===== config.mk =====
export PLATFORM = sky130hd
export DESIGN_NAME = uart_fifo_ctrl
export DESIGN_NICKNAME = d
export VERILOG_FILES = /design/src/rtl/uart_fifo_ctrl.sv
export SDC_FILE = /design/constraint.sdc
export NUM_CORES = 1
export LEC_CHECK = 0
export ABC_AREA = 1
export CAP_MARGIN = 0
export CORE_MARGIN = 2
export CORE_UTILIZATION = 45
export CTS_CLUSTER_DIAMETER = 200
export DETAILED_ROUTE_END_ITERATION = 8
export GPL_ROUTABILITY_DRIVEN = 0
export PLACE_DENSITY = 0.78
export SLEW_MARGIN = 10
export SYNTH_ARGS = -nofsm -noshare
export SYNTH_HDL_FRONTEND = slang
export SYNTH_SLANG_ARGS = --single-unit

===== constraint.sdc =====
create_clock -name clk -period 2.4 [get_ports clk]
set_clock_uncertainty 0.05 [all_clocks]
set_input_delay 0.6 -clock clk [delete_from_list [all_inputs] [get_ports clk]]
set_output_delay 0.6 -clock clk [all_outputs]
set_load 0.1 [all_outputs]

===== src/rtl/uart_fifo_ctrl.sv =====
// uart_fifo_ctrl: pointer/status controller for a 16-entry UART FIFO; define FIFO_CTRL_STICKY_ERR_EN for sticky overflow/underflow
module uart_fifo_ctrl #(
  parameter int FIFO_DEPTH   = 16,
  parameter int FIFO_C_WIDTH = 4,
  parameter int AF_LEVEL     = 14,
  parameter int AE_LEVEL     = 2
) (
  input  logic                    clk,
  input  logic                    rst,
  input  logic                    wr_req,
  input  logic                    rd_req,
  input  logic                    flush,
  input  logic                    err_clr,
  output logic [FIFO_C_WIDTH-1:0] wr_addr,
  output logic [FIFO_C_WIDTH-1:0] rd_addr,
  output logic                    wr_en,
  output logic                    rd_ack,
  output logic                    full,
  output logic                    empty,
  output logic                    almost_full,
  output logic                    almost_empty,
  output logic [FIFO_C_WIDTH:0]   count,
  output logic                    overflow,
  output logic                    underflow
);
  logic [FIFO_C_WIDTH:0] r_wr_ptr, r_rd_ptr;
  logic                  w_ovf_ev, w_unf_ev;
  assign wr_addr      = r_wr_ptr[FIFO_C_WIDTH-1:0];
  assign rd_addr      = r_rd_ptr[FIFO_C_WIDTH-1:0];
  assign count        = r_wr_ptr - r_rd_ptr;
  assign empty        = r_wr_ptr == r_rd_ptr;
  assign full         = (wr_addr == rd_addr) && (r_wr_ptr[FIFO_C_WIDTH] != r_rd_ptr[FIFO_C_WIDTH]);
  assign almost_full  = count >= (FIFO_C_WIDTH+1)'(AF_LEVEL);
  assign almost_empty = count <= (FIFO_C_WIDTH+1)'(AE_LEVEL);
  assign wr_en        = wr_req & ~full & ~flush;
  assign rd_ack       = rd_req & ~empty & ~flush;
  assign w_ovf_ev     = wr_req & full & ~flush;
  assign w_unf_ev     = rd_req & empty & ~flush;
  // advance pointers on accepted ops; flush returns both to zero
  always_ff @(posedge clk or posedge rst) begin
    if (rst) begin
      r_wr_ptr <= '0;
      r_rd_ptr <= '0;
    end else if (flush) begin
      r_wr_ptr <= '0;
      r_rd_ptr <= '0;
    end else begin
      r_wr_ptr <= r_wr_ptr + (FIFO_C_WIDTH+1)'(wr_en);
      r_rd_ptr <= r_rd_ptr + (FIFO_C_WIDTH+1)'(rd_ack);
    end
  end
`ifdef FIFO_CTRL_STICKY_ERR_EN
  // sticky error flags: a new event wins over a coincident clear
  always_ff @(posedge clk or posedge rst) begin
    if (rst) begin
      overflow  <= 1'b0;
      underflow <= 1'b0;
    end else begin
      overflow  <= w_ovf_ev | (overflow & ~err_clr);
      underflow <= w_unf_ev | (underflow & ~err_clr);
    end
  end
`else
  logic w_unused;
  assign w_unused = err_clr;
  // one-cycle registered pulse per rejected request
  always_ff @(posedge clk or posedge rst) begin
    if (rst) begin
      overflow  <= 1'b0;
      underflow <= 1'b0;
    end else begin
      overflow  <= w_ovf_ev;
      underflow <= w_unf_ev;
    end
  end
`endif
endmodule


## Word-level counts from Yosys, hierarchy flattened

Cells that the tools add are included.

| storage, ports and cells | value |
|---|---|
| flip-flop bits (word level) | 12 |
| latch bits | 0 |
| bits in writable memories | 0 |
| bits in read-only memories | 0 |
| input bits | 6 |
| word-level logic and storage cells | 26 |
| memories kept | 0 |

| operators by class | value |
|---|---|
| add/sub/neg operators | 3 |
| multipliers | 0 |
| divide/modulo/power cells | 0 |
| order comparisons | 2 |
| equal/unequal tests | 3 |
| shifts and indexed selects | 0 |
| muxes and demuxes | 2 |
| bitwise gates (word level) | 11 |
| reductions and logical operators | 1 |

Operators with widths:

| operator | count |
|---|---|
| adder 5 x 1 -> 5 bit | 2 |
| 2-to-1 mux 5 bit | 2 |
| AND 1 bit | 8 |
| == test 5 bit | 1 |
| greater-or-equal comparator 5 x 4 -> 1 bit (second input constant) | 1 |
| less-or-equal comparator 5 x 2 -> 1 bit (second input constant) | 1 |
| subtractor 5 bit | 1 |
| == test 4 bit | 1 |
| NOT 1 bit | 3 |
| logical AND 1 bit | 1 |
| != test 1 bit | 1 |

## Longest topological paths before layout

Gate-level depths: netlist of the first run.

| depth | value |
|---|---|
| word-level depth | 7 |
| mapped depth | 11 |
| mapped depth without buffers | 11 |

## Least setup slack after synthesis of the first run

OpenSTA, ideal clock, no wires.

| timing path | value |
|---|---|
| path type | reg2reg |
| start | register r_wr_ptr[2] |
| end | register r_rd_ptr[4] |
| arrival time | 4.370 ns |
| slack | -2.138 ns |
| stages on the path, launching flop included | 10 |
| buffers on the path | 0 |
| path through | dfrtp_1 ha_1 nand4_2 nor2_2 nor3b_1 ha_1 ha_1 nand3_1 xor2_1 nor2_1 |

| on the way | value |
|---|---|
| word-level cells in the longest chain between the ends | 6 |

Ends and longest elaborated chain:

| item | RTL line | RTL |
|---|---|---|
| start: declaration | 26 | `logic [FIFO_C_WIDTH:0] r_wr_ptr, r_rd_ptr;` |
| start signal: assignment | 48 | `r_wr_ptr <= r_wr_ptr + (FIFO_C_WIDTH+1)'(wr_en);` |
| == test 5 bit | 31 | `assign empty = r_wr_ptr == r_rd_ptr;` |
| net empty | 19 | `output logic empty,` |
| NOT 1 bit | 36 | `assign rd_ack = rd_req & ~empty & ~flush;` |
| AND 1 bit (2 in series) | 36 |  |
| net rd_ack | 17 | `output logic rd_ack,` |
| adder 5 x 1 -> 5 bit | 49 | `r_rd_ptr <= r_rd_ptr + (FIFO_C_WIDTH+1)'(rd_ack);` |
| 2-to-1 mux 5 bit | 44 | `end else if (flush) begin` |
| end signal: assignment | 49 |  |
| end: declaration | 26 |  |

The timed path passes the listed nets, and every way through them passes these cells.

## Final worst setup path of the first run

| timing path | value |
|---|---|
| start | register r_wr_ptr[0] |
| end | output port almost_full |

| on the way | value |
|---|---|
| word-level cells in the longest chain between the ends | 2 |

Ends and longest elaborated chain:

| item | RTL line | RTL |
|---|---|---|
| subtractor 5 bit | 30 | `assign count = r_wr_ptr - r_rd_ptr;` |
| greater-or-equal comparator 5 x 4 -> 1 bit | 33 | `assign almost_full = count >= (FIFO_C_WIDTH+1)'(AF_LEVEL);` |
| end: declaration | 20 | `output logic almost_full,` |

Every way passes these cells.

==> results of run 1 <==
==> logic make-up after synthesis <==
| kind of cell | after synthesis |
|---|---|
| flops | 12 |
| xor+xnor | 6 |
| fa+ha+maj | 9 |
| buf+inv | 30 |
| simple gates | 53 |
| compound gates | 2 |
==> cells in the mapped netlist <==
library cell,instances
buf_4,8
inv_2,1
a21oi_1,2
nor3_1,1
nor2_2,3
nand2_2,3
nor3b_1,1
nand2_1,18
xor2_1,4
inv_1,20
fa_1,1
nand3_1,10
nand4_2,1
xnor2_1,2
ha_1,8
dfrtp_1,12
clkbuf_1,1
nand3_2,1
nor2_1,15
==> worst reg2reg max path, cell delays in order, from the launching register on <==
cell,delay [ns]
dfrtp_2,0.45
inv_2,0.08
ha_4,0.23
nand4_4,0.14
nor2_4,0.07
nor3b_4,0.26
buf_4,0.16
ha_2,0.20
ha_2,0.19
nand3_1,0.09
xor2_1,0.15
nor2_1,0.09
==> timing repair <==
item / 4_1_cts / 5_1_grt
endpoints found under the setup margin: 7 / 9
pin swaps: 11 / 8
gates resized for setup: 16 / 9
buffers inserted: 6 / 6
==> state kept, by name, indices dropped and copies added (netlist names) <==
signal,flops
underflow,1
overflow,1
r_wr_ptr,5
r_rd_ptr,5
==> placed cells by master, fill, tap and decap left out, drive strengths merged <==
cell           instances
nand3                 11
dfrtp                 12
nand2                 21
fa                     1
nor2                  18
nor3                   1
a21oi                  2
inv                   21
xnor2                  2
nand4                  1
clkdlybuf4s50          4
clkbuf                 4
xor2                   4
buf                   38
ha                     8
nor3b                  1
==> final cells by class <==
type | count | area [µm²] | share of cell area (%)
Clock buffer | 4 | 36.3 | 2.30
Inverter | 21 | 83.8 | 5.31
Multi-Input combinational cell | 70 | 649 | 41.1
Sequential cell | 12 | 304 | 19.3
Tap cell | 25 | 31.3 | 1.98
Timing Repair Buffer | 42 | 474 | 30.0
==> final timing paths <==
check / slack [ns] / endpoint / cells after the start
setup / recovery: -0.27 / almost_full / 9
hold / removal: 0.55 / r_rd_ptr[4] / 2
max in group asynchronous: 1.37 / r_rd_ptr[1] / 2
setup reg to reg: 0.17 / r_rd_ptr[4] / 11
min in group asynchronous: 0.58 / r_wr_ptr[4] / 2
hold reg to reg: 0.55 / r_rd_ptr[4] / 2
==> routing by layer <==
metal / wire length, µm / GRT usage (%) / vias up
met4: 133 / 8.11 / 0
met1: 1080 / 33.9 / 437
met5: 0 / 0 / -
li1: - / - / 408
met3: 230 / 7.92 / 17
met2: 1630 / 56.5 / 55
==> report_power, final <==
part	switching, W	internal, W	leakage (nW)
combinational	0.000275	0.000149	0.568
clock	0.0000738	0.0000926	0.0210
sequential	0.00000372	0.000207	0.161
==> per-stage QoR <==
stage               setup slack, ns  total power, W
detailed placement          -0.0235        0.000596
finish                       -0.266        0.000800
global placement            0.00561        0.000592
floorplan                    -0.430        0.000476
CTS                          -0.256        0.000782
global route                 -0.328        0.000825
==> results.ini, run 1 <==
[outcome]
status=finished with violations
violations=negative setup slack

[timing]
rsz0062_at_grt=yes
worst_slack_ns=-0.266
worst_hold_slack_ns=0.546
fin_setup_tns_ns=-0.990
hold_viol_final=0
relSlewSlack_pct=68.3
tightest_slew_ns=0.476
max_freq_mhz=375
period_share_pct=111
period_needed_ns=2.67
final_max_slew_viol_count=0
finalSetupViolations=5

[clock_tree]
clkTransAtPathRegs_ns=0.08
clk_latency_ns=0.29
h-tree-depth=1
cts_tree=built
hold_buffers=0
cts_buffer_depth=2
cts_root_buf=clkbuf_4
clock-sinks=12
cts_made_buffers=3

[synth]
ys_ff_latch=12
syn_area_um2=872
netlist_instances=112
synth_xor_area_share_pct=6.03
synth_top_area_share_pct=34.4
synth_cell_type_count=19
synthTopCellsByArea=dfrtp_1 (34%), ha_1 (11%), inv_1 (8.6%), nand2_1 (7.7%), buf_4 (6.9%)
ys.warnings.count=0
synth-compound-area-share_pct=1.15
synth_top_family_by_area=simple AND/OR/NAND/NOR gates
ys_seq_area_share_pct=34.4
synth_fp_nets=127
avgSynthCellArea_um2=7.79
synth_mux_area_share_pct=0
synthAdderAreaFrac_pct=13.8
synthSimpleGateAreaFrac_pct=28.3
synth_top_cell_by_area=dfrtp_1

[die]
num_rows=15
die_h_um=48.0
coreArea_um2=1780
die-area_um2=2310
die_w_um=48.0
start_util_pct=48.9
num_io_pins=27

[worst_setup_path]
cp_cell_sequence=inv_2 > ha_4 > inv_4 > fa_2 > inv_2 > a21oi_2 > nand2_2 > nand2_8 > buf_12
slowest_delay_ns=0.56
cp-end-kind=output pin
startpoint_type=register
arrival_ns=2.02
cp_common_cell=inv_2
slowest_stage=fa_2
cp_num_buf_inv=4
critPathMaxFanout=2
r2r-start=r_rd_ptr[2]
critPathKind=register to output pin
crit_start=r_wr_ptr[0]
critPathTopFamily=adder cells
critPathRequiredTime_ns=1.75

[routing]
wl_per_cell_um=17.7
vias=917
postRouteAntennaNets=0
vias_per_cell=5.27
drt_iter0_drc=21
wirelength_um=3080
post-route-drc-count=0
first_pass_iters=4

[global_routing]
grt_pass1_wl_um=4580
grt_max_degree=13
track_usage_pct=30.4
grt_pass1_vias=956
overflow=0
antenna_found_initial=0

[place]
post_dp_cell_area_um2=1390
dp_hpwl_um=1740
numPortBuffers=25
dp.cells=160

[layout]
finalNetCount=165
diodes=0
instances_no_fill=174
area_delta_synth_final_pct=81.1
drive_above_1_share_pct=59.7
design_area_um2=1580
final_util_pct=88.6
fillers=84

[job]
drv_cap=0

[power_and_ir_drop]
cellLeakagePower_nw=0.750
ir_worst_vdd_mv=0.480
powerDensity_nw_per_um2=507

[min_path]
hold_class=register to register
min_from=r_rd_ptr[4]

Power figures use the tool's default switching activity.
==> run 2, diff against run 1 <==
CORE_UTILIZATION = 49   (was 45)
PLACE_DENSITY = 0.83   (was 0.78)
clock period = 3.2 ns   (was 2.4 ns; I/O delays follow)
==> results.ini, run 2 (synthesis results as in run 1) <==
[outcome]
status=completed

[timing]
fin_setup_tns_ns=0  ; +0.990 ns
worst_slack_ns=0.230  ; +0.496 ns
finalSetupViolations=0  ; -5
period_share_pct=92.8
tightest_slew_ns=0.444  ; -0.0321 ns
period_needed_ns=2.97
final_max_slew_viol_count=0  ; unchanged
hold_viol_final=0  ; unchanged
rsz0062_at_grt=no
relSlewSlack_pct=70.4  ; +2.1 points
max_freq_mhz=337

[routing]
drt_iter0_drc=7  ; -67%
postRouteAntennaNets=0  ; unchanged
post-route-drc-count=0  ; unchanged
vias=731  ; -20%
wirelength_um=1690  ; -45%
vias_per_cell=4.66  ; -12%
first_pass_iters=4  ; unchanged
wl_per_cell_um=10.8  ; -39%

[min_path]
min_to=r_rd_ptr[4]
worstHoldPathCells=2  ; unchanged
min_from=r_rd_ptr[4]
hold_class=register to register

[global_routing]
met3_usage_pct=2.75  ; -5.2 points
grt.met1_usage_pct=21.3  ; -13 points
grt_pass1_vias=666  ; -30%
overflow=0  ; unchanged
use_met2_pct=32.8  ; -24 points
busiest_layer=met2
track_usage_pct=18.3  ; -12 points
grt_max_degree=13  ; unchanged
antenna_found_initial=0  ; unchanged
grt_pass1_wl_um=2750  ; -40%

[worst_setup_path]
r2r-end=r_wr_ptr[4]
slowest_stage=fa_2
critPathRequiredTime_ns=2.35  ; +0.60 ns
cp_common_cell=inv_1
arrival_ns=2.12  ; +0.10 ns
startpoint_type=register
critPathMaxFanout=3  ; +1
r2r-start=r_rd_ptr[2]
cp_cell_sequence=inv_1 > ha_1 > inv_1 > fa_2 > inv_1 > nor2_1 > nor2_1 > nand3_1 > nor2_4 > buf_12
cp-end-kind=output pin
ff2ff_setup_slack_ns=0.86  ; +0.69 ns
slowest_delay_ns=0.46  ; -0.10 ns
reg2reg_depth=10  ; -1
critPathKind=register to output pin

[layout]
area_delta_synth_final_pct=37.9
drive_above_1_share_pct=29.5  ; -30 points
diodes=0  ; unchanged
final_cell_mix=inv_1 (20), nand2_1 (16), nor2_1 (15)
top_regs=r_rd_ptr: 5 flops, r_wr_ptr: 5 flops
finalNetCount=149  ; -9.7%
final_util_pct=70.4  ; -18 points
final_common_cell=inv_1

[clock_tree]
cts_buffer_depth=2  ; unchanged
cts_tree=built
post_cts_resized=0  ; -16
clk_latency_ns=0.26  ; -0.03 ns
clock-sinks=12  ; unchanged
cts_root_buf=clkbuf_4
post-cts-setup-buffers=0  ; -6
cts_made_buffers=3  ; unchanged
hold_buffers=0  ; unchanged
h-tree-depth=1  ; unchanged
clkTransAtPathRegs_ns=0.07  ; about the same

[die]
die_w_um=46.2  ; -3.8%
start_util_pct=51.1  ; +2.1 points
num_rows=15  ; unchanged
die_h_um=46.2  ; -3.8%
die-area_um2=2130  ; -7.5%
coreArea_um2=1710  ; -4.2%
num_io_pins=27  ; unchanged

[power_and_ir_drop]
powerDensity_nw_per_um2=410  ; -19%
cellLeakagePower_nw=0.637  ; -15%
ir_worst_vdd_mv=0.285  ; -41%
power_w=0.000493  ; -38%

[place]
numPortBuffers=25  ; unchanged
dp_hpwl_um=1400  ; -19%
pre_cts_ws_ns=0.485  ; +0.508 ns

[job]
drv_cap=0  ; unchanged

-- run 2: metrics by stage --
step | cells | hold slack (ns) | area, µm²
floorplan | 112 | 0.476 | 907
global placement | 154 | 0.496 | 1180
detailed placement | 154 | 0.507 | 1180
CTS | 157 | 0.524 | 1200
global route | 157 | 0.536 | 1200
finish | 157 | 0.526 | 1200
-- run 2: worst max path at each step --
stage                     start           end  slack [ns]  cells past startpoint
detailed placement        flush         wr_en        0.48                      3
CTS                 r_wr_ptr[0]  almost_empty        0.22                     10
global placement          flush         wr_en        0.49                      3
global route        r_wr_ptr[0]  almost_empty         0.1                     10
floorplan           r_rd_ptr[2]   r_wr_ptr[4]        0.07                     10
finish              r_wr_ptr[0]  almost_empty        0.23                     10
-- run 2: layout make-up --
cell class / count / area, µm²
Multi-Input combinational cell: 70 / 464
Tap cell: 25 / 31.3
Fill cell: 135 / 505
Sequential cell: 12 / 300
Timing Repair Buffer: 26 / 305
Clock buffer: 3 / 22.5
Inverter: 21 / 78.8
-- run 2: routing by layer --
layer	wire length (µm)	vias to the layer above
met5	0	-
met4	13	0
met3	60	2
met2	912	15
met1	701	335
li1	-	379
-- run 2: power breakdown --
part	switching [W]	total, W	internal [W]
registers	0.00000335	0.000158	0.000155
clock network	0.0000463	0.0000898	0.0000434
logic	0.000176	0.000245	0.0000695
total	0.000225	0.000493	0.000268
-- run 2: worst max-delay path: cells and delay by family (launching register included) --
kind | cells | cell delay [ns]
adder cells (fa/ha/maj) | 2 | 0.64
buffers and inverters | 4 | 0.43
AND/OR/NAND/NOR | 4 | 0.42
flip-flops | 1 | 0.38
==> run 3, diff against run 2 <==
CTS_CLUSTER_DIAMETER = 30   (was 200)
==> results of run 3 <==
Same layout as run 2: the final DEF is identical, and so are final timing and power.
